<file path="src/rtl/fpio_fifo_out_server.sv">
// -----------------------------------------------------------------------------
// fpio_fifo_out_server
//
// FIFO that serves the fpio FIFO-out client port. Words arrive from an
// fpio_fifo_out_client over a data_en/data_ack request-acknowledge handshake
// and are presented first-word-fall-through on a valid/ready port to the
// downstream consumer (transport or pin-serializer stage).
//
// Parameters:
//   FIFO_BITS  - width of the avail free-space report (DEPTH <= 2**FIFO_BITS-1)
//   DATA_WIDTH - width of a data word
//   DEPTH      - storage entries, power of two, minimum 2
//
// Ports:
//   clk      in   clock, rising edge
//   rst      in   asynchronous, active-high reset
//   data     in   client write data, valid while data_en=1
//   data_en  in   client write request, held until acknowledged
//   data_ack out  one-cycle acknowledge that data was captured
//   avail    out  free entries (DEPTH - count), zero-extended
//   rd_data  out  head-of-FIFO word (combinational, FWFT)
//   rd_valid out  FIFO not empty
//   rd_ready in   consumer accepts rd_data when rd_valid=1
//   level    out  current occupancy
//   hwm      out  high-water mark of occupancy
//
// Optional feature macro: FPIO_FIFO_OUT_SERVER_HWM_EN
//   defined   - hwm is a sticky register tracking peak occupancy
//   undefined - hwm is tied to zero
// -----------------------------------------------------------------------------
module fpio_fifo_out_server #(
    parameter int FIFO_BITS  = 16,
    parameter int DATA_WIDTH = 8,
    parameter int DEPTH      = 16
) (
    input  logic                         clk,
    input  logic                         rst,
    input  logic [DATA_WIDTH-1:0]        data,
    input  logic                         data_en,
    output logic                         data_ack,
    output logic [FIFO_BITS-1:0]         avail,
    output logic [DATA_WIDTH-1:0]        rd_data,
    output logic                         rd_valid,
    input  logic                         rd_ready,
    output logic [$clog2(DEPTH):0]       level,
    output logic [$clog2(DEPTH):0]       hwm
);

    localparam int AW = $clog2(DEPTH);
    localparam int CW = AW + 1;

    logic [DATA_WIDTH-1:0] mem_q [DEPTH];
    logic [AW-1:0]         wptr_q, wptr_d;
    logic [AW-1:0]         rptr_q, rptr_d;
    logic [CW-1:0]         cnt_q, cnt_d;
    logic                  ack_q, ack_d;
    logic                  wr_fire;
    logic                  rd_fire;

    // A capture is blocked while ack_q is high so the request the client is
    // still holding during the acknowledge cycle is not stored twice. Fullness
    // is judged on the registered count, so a same-edge read never frees space
    // for a capture in that same edge.
    assign wr_fire = data_en && !ack_q && (cnt_q != CW'(DEPTH));
    assign rd_fire = rd_ready && (cnt_q != '0);

    always_comb begin
        wptr_d = wptr_q;
        rptr_d = rptr_q;
        cnt_d  = cnt_q;
        ack_d  = wr_fire;
        // DEPTH is a power of two, so natural pointer overflow is modulo DEPTH.
        if (wr_fire) begin
            wptr_d = wptr_q + AW'(1);
        end
        if (rd_fire) begin
            rptr_d = rptr_q + AW'(1);
        end
        case ({wr_fire, rd_fire})
            2'b10:   cnt_d = cnt_q + CW'(1);
            2'b01:   cnt_d = cnt_q - CW'(1);
            default: cnt_d = cnt_q;
        endcase
    end

    always_ff @(posedge clk or posedge rst) begin
        if (rst) begin
            wptr_q <= '0;
            rptr_q <= '0;
            cnt_q  <= '0;
            ack_q  <= 1'b0;
        end else begin
            wptr_q <= wptr_d;
            rptr_q <= rptr_d;
            cnt_q  <= cnt_d;
            ack_q  <= ack_d;
        end
    end

    // Storage carries no reset; its contents are meaningless while empty.
    always_ff @(posedge clk) begin
        if (wr_fire) begin
            mem_q[wptr_q] <= data;
        end
    end

    assign data_ack = ack_q;
    assign rd_valid = (cnt_q != '0);
    assign rd_data  = mem_q[rptr_q];
    assign level    = cnt_q;
    assign avail    = FIFO_BITS'(DEPTH) - FIFO_BITS'(cnt_q);

`ifdef FPIO_FIFO_OUT_SERVER_HWM_EN
    logic [CW-1:0] hwm_q, hwm_d;

    // Occupancy never exceeds DEPTH, so the mark saturates there on its own.
    always_comb begin
        hwm_d = hwm_q;
        if (cnt_d > hwm_q) begin
            hwm_d = cnt_d;
        end
    end

    always_ff @(posedge clk or posedge rst) begin
        if (rst) begin
            hwm_q <= '0;
        end else begin
            hwm_q <= hwm_d;
        end
    end

    assign hwm = hwm_q;
`else
    assign hwm = '0;
`endif

endmodule
</file>
<file path="config.mk">
export PLATFORM = sky130hd
export DESIGN_NAME = fpio_fifo_out_server
export DESIGN_NICKNAME = d
export VERILOG_FILES = /design/src/rtl/fpio_fifo_out_server.sv
export SDC_FILE = /design/constraint.sdc
export NUM_CORES = 1
export LEC_CHECK = 0
export ABC_AREA = 1
export BUFFER_PORTS_ARGS = -buffer_cell sky130_fd_sc_hd__buf_2
export CAP_MARGIN = 20
export CORE_MARGIN = 4
export CORE_UTILIZATION = 40
export DETAILED_ROUTE_END_ITERATION = 10
export PLACE_DENSITY = 0.69
export SYNTH_ARGS = -nofsm -noshare
export SYNTH_HDL_FRONTEND = slang
export SYNTH_SLANG_ARGS = --single-unit
</file>
<file path="constraint.sdc">
create_clock -name clk -period 3.65 [get_ports clk]
set_input_delay 0.1825 -clock clk [delete_from_list [all_inputs] [get_ports clk]]
set_output_delay 0.1825 -clock clk [all_outputs]
set_load 0.02 [all_outputs]
</file>
==> key figures <==
Floorplanning
  • Die footprint: 17,600 um^2
  • # IOs: 48
  • Die Y: roughly 130 um
  • FP Rows: between 40 and 50
  • Chip width: approximately 130 um
  • Initial Util: between 40% and 50%
  • Core area: ~15,000 um^2

Outcome
  • Status: finished clean

STA
  • Slew @ Worst Pin: 0.900 ns
  • Rel. slew slack: around 40%
  • Slew Viols, Final: 0
  • Final setup fails: 0
  • Period utilisation layout: a little over 80%
  • Setup slack after layout: roughly 0.67 ns
  • Period minus WS final: 2.98 ns
  • Layout Skew: between 0.009 and 0.01 ns
  • FMAX: between 0.3 and 0.4 GHz
  • Final hold viol count: 0
  • Setup TNS: 0 ns
  • RSZ-0062 raised after global routing: no

Route
  • Iteration-0 DRC Markers: approximately 430
  • Vias per cell: slightly above 5
  • Routed length per instance: between 15 and 20 um
  • DR vias: ~4,100
  • Post-Route WL: roughly 14 mm
  • DRC viols: 0
  • Number of iterations in the first detailed-routing pass: 5
  • Antenna Nets Post-Route: 0

Hold path
  • Worst min path class: primary input to register
  • Hold Path End: rptr_q[0]
  • Hold wc startpoint: rd_ready
  • Hold Path Stages: 3

Final layout
  • Nets: between 600 and 700
  • Finished Core Util: 46.5%
  • Post-route insts no fill: between 800 and 900
  • Antenna cell count: 0
  • Area grow syn2layout: 13.8%
  • Proportion of layout cells with a drive suffix above 1: 14.0%

Placed design
  • GPL Wtd Cong: between 0.8 and 0.9
  • Buffers on Ports: 42
  • Placed insts: slightly below 800
  • Hpwl dp: 8.78 mm
  • Setup WS pre-CTS: about 0.69 ns

Critical path
  • Buf/Inv on CP: 4
  • Kind of critical path: register to register
  • Reg2reg path depth: 19
  • WP data required: just under 4 ns
  • Slowest cell on crit path: dfrtp_1
  • Worst EP arrival: around 3.3 ns
  • Setup crit start kind: register
  • Reg-to-Reg End: level[4]
  • Delay of the slowest cell on the worst path: about 0.46 ns
  • Launch point of the worst reg-to-reg path: level[0]
  • Crit path cell chain: inv_1, ha_1, nand2_1, nor2_1, ha_1, nor3_4, inv_1, ha_1, nand2_1, inv_1, nor2_1, ha_1, inv_1, nand2_1, nand3_1, nand2_1, nand2_1, nand3_1, nand2_1
  • Crit path max fanout: 10
  • CP top delay family: simple AND/OR/NAND/NOR gates
  • Critical path's most frequent cell: nand2_1
  • Crit. End Element: register
  • Reg2reg setup slack: 0.67 ns
  • Critical path depth in cells: 19

Job
  • Max-cap violations: 0

CTS
  • Clock Latency Late Sink: ~0.42 ns
  • Worst-case clock buffer depth: 2
  • Clock sink total: 142
  • H-tree levels: 4
  • Number of gates resized after cts: 0
  • Post-CTS setup buffer count: 0
  • TritonCTS clock tree: yes
  • CTS Root Cell: clkbuf_16
  • Cts hold-fix bufs: 1
  • TritonCTS buffer count: 17
  • Clk slew on worst S/H paths: around 0.06 ns

Global route
  • Initial antenna violation count: 0
  • Vias in the first global route: between 4,000 and 5,000
  • First-pass GRT wire length: between 20 and 25 mm
  • Grt ovf: 0
  • Largest net degree at the start of global routing: 50
  • All-Layer GR Usage: roughly 16%

Synthesis
  • Yosys reg bits: 142
  • Avg Inst Size Synth: approximately 11 um^2
  • Leading post-synthesis cells by cell area: edfxtp_1, nor2_1, dfrtp_1
  • Post-synthesis sequential area ratio: about 67%
  • YS warnings: 0
  • Distinct cells, synth: 27
  • Syn Std Cell Area: roughly 6200 um^2
  • Mapped Cells: 549
  • Cell taking the most area after synthesis: edfxtp_1
  • Synth top area share: about three fifths

Pwr
  • Leak pwr: approximately 0.0027 uW
  • Total Power: ~6000 uW
  • Peak VDD IR: between 500 and 600 uV
  • Cell Pwr Density: a little under 900 nW/um^2
-- worst reg2reg max path, delay by kind of cell (launching register included) --
kind	cells	cell delay (ns)
adders and majority gates	4	0.93
buffers and inverters	4	0.30
and+or+nand+nor	11	1.19
DFF	1	0.46
-- power by group --
part / total (uW) / internal (uW) / switching, uW
clock: 1800 / 1140 / 659
sequential: 2170 / 1950 / 216
combinational: 2220 / 674 / 1540
-- final cells by class --
type	instances	area, um^2
fillers	1379	8160
flip-flops and latches	142	4190
multi-input cells	328	1610
clock buffers	18	429
well taps	211	264
repair buffers	47	250
clock inverters	14	191
inverters	42	160
-- through the flow --
| stage | cell area [um^2] | hold slack [ns] |
|---|---|---|
| 3_5_place_dp | 6470 | 0.282 |
| 4_1_cts | 7100 | 0.0600 |
| 2_1_floorplan | 6250 | 0.0717 |
| 5_1_grt | 7100 | 0.0844 |
| 3_3_place_gp | 6470 | 0.282 |
| 6_report | 7100 | 0.0625 |
-- flip-flops by register name (all words and copies together), names as in the netlist --
name      flops
mem_q       128
data_ack      1
wptr_q        4
rptr_q        4
level         5
-- Yosys cell counts --
cell type  number
o21ai_1         8
clkbuf_2        1
buf_4          21
dfrtp_1        14
xnor2_1         3
edfxtp_1      128
nand4_1         2
xor2_1          7
ha_1           11
buf_1           1
nor3_4          1
clkinv_1        2
nor2_2          3
buf_6           5
nand3_1        55
nand2_1        55
nor3_1          2
nand2_2         1
a21oi_1         1
inv_1          38
o211ai_1       16
buf_2          13
inv_2           1
nor2_1        110
conb_1          1
o21ai_0        48
inv_4           1
-- worst max-delay path by stage --
| stage | startpoint | end | slack (ns) |
|---|---|---|---|
| after global routing | level[0] | level[4] | 0.43 |
| final | level[0] | level[4] | 0.67 |
| after global placement | level[0] | level[4] | 0.88 |
| after floorplan | level[0] | level[4] | 0.92 |
| after detailed placement | level[0] | level[4] | 0.69 |
| after CTS | level[0] | level[4] | 0.68 |
-- cell families after synthesis --
logic type	after synthesis	synth area share [%]
simple gates	229	15.4
flops	142	67.3
buf+inv	83	7.18
compound gates	73	6.50
fa+ha+maj	11	2.21
xor+xnor	10	1.40
other cells	1	0.0601
-- placed cells by master (no fill, tap or decap), drive strengths merged --
cell	n
nor3	3
nand2	56
a21oi	1
clkinvlp	3
conb	5
buf	46
dlygate4sd3	1
nor2	113
ha	11
inv	41
bufinv	4
nand3	55
xnor2	3
edfxtp	128
o211ai	16
o21ai	56
dfrtp	14
clkbuf	18
clkinv	8
nand4	2
xor2	7
-- per-layer routing --
layer	vias to the layer above	part of all wire (%)	GRT usage [%]
li1	1932	-	-
met1	1984	43	21.6
met2	150	49	26.7
met3	19	6.7	3.50
met4	0	1.4	5.60
met5	-	0	0
Power figures use the tool's default switching activity.
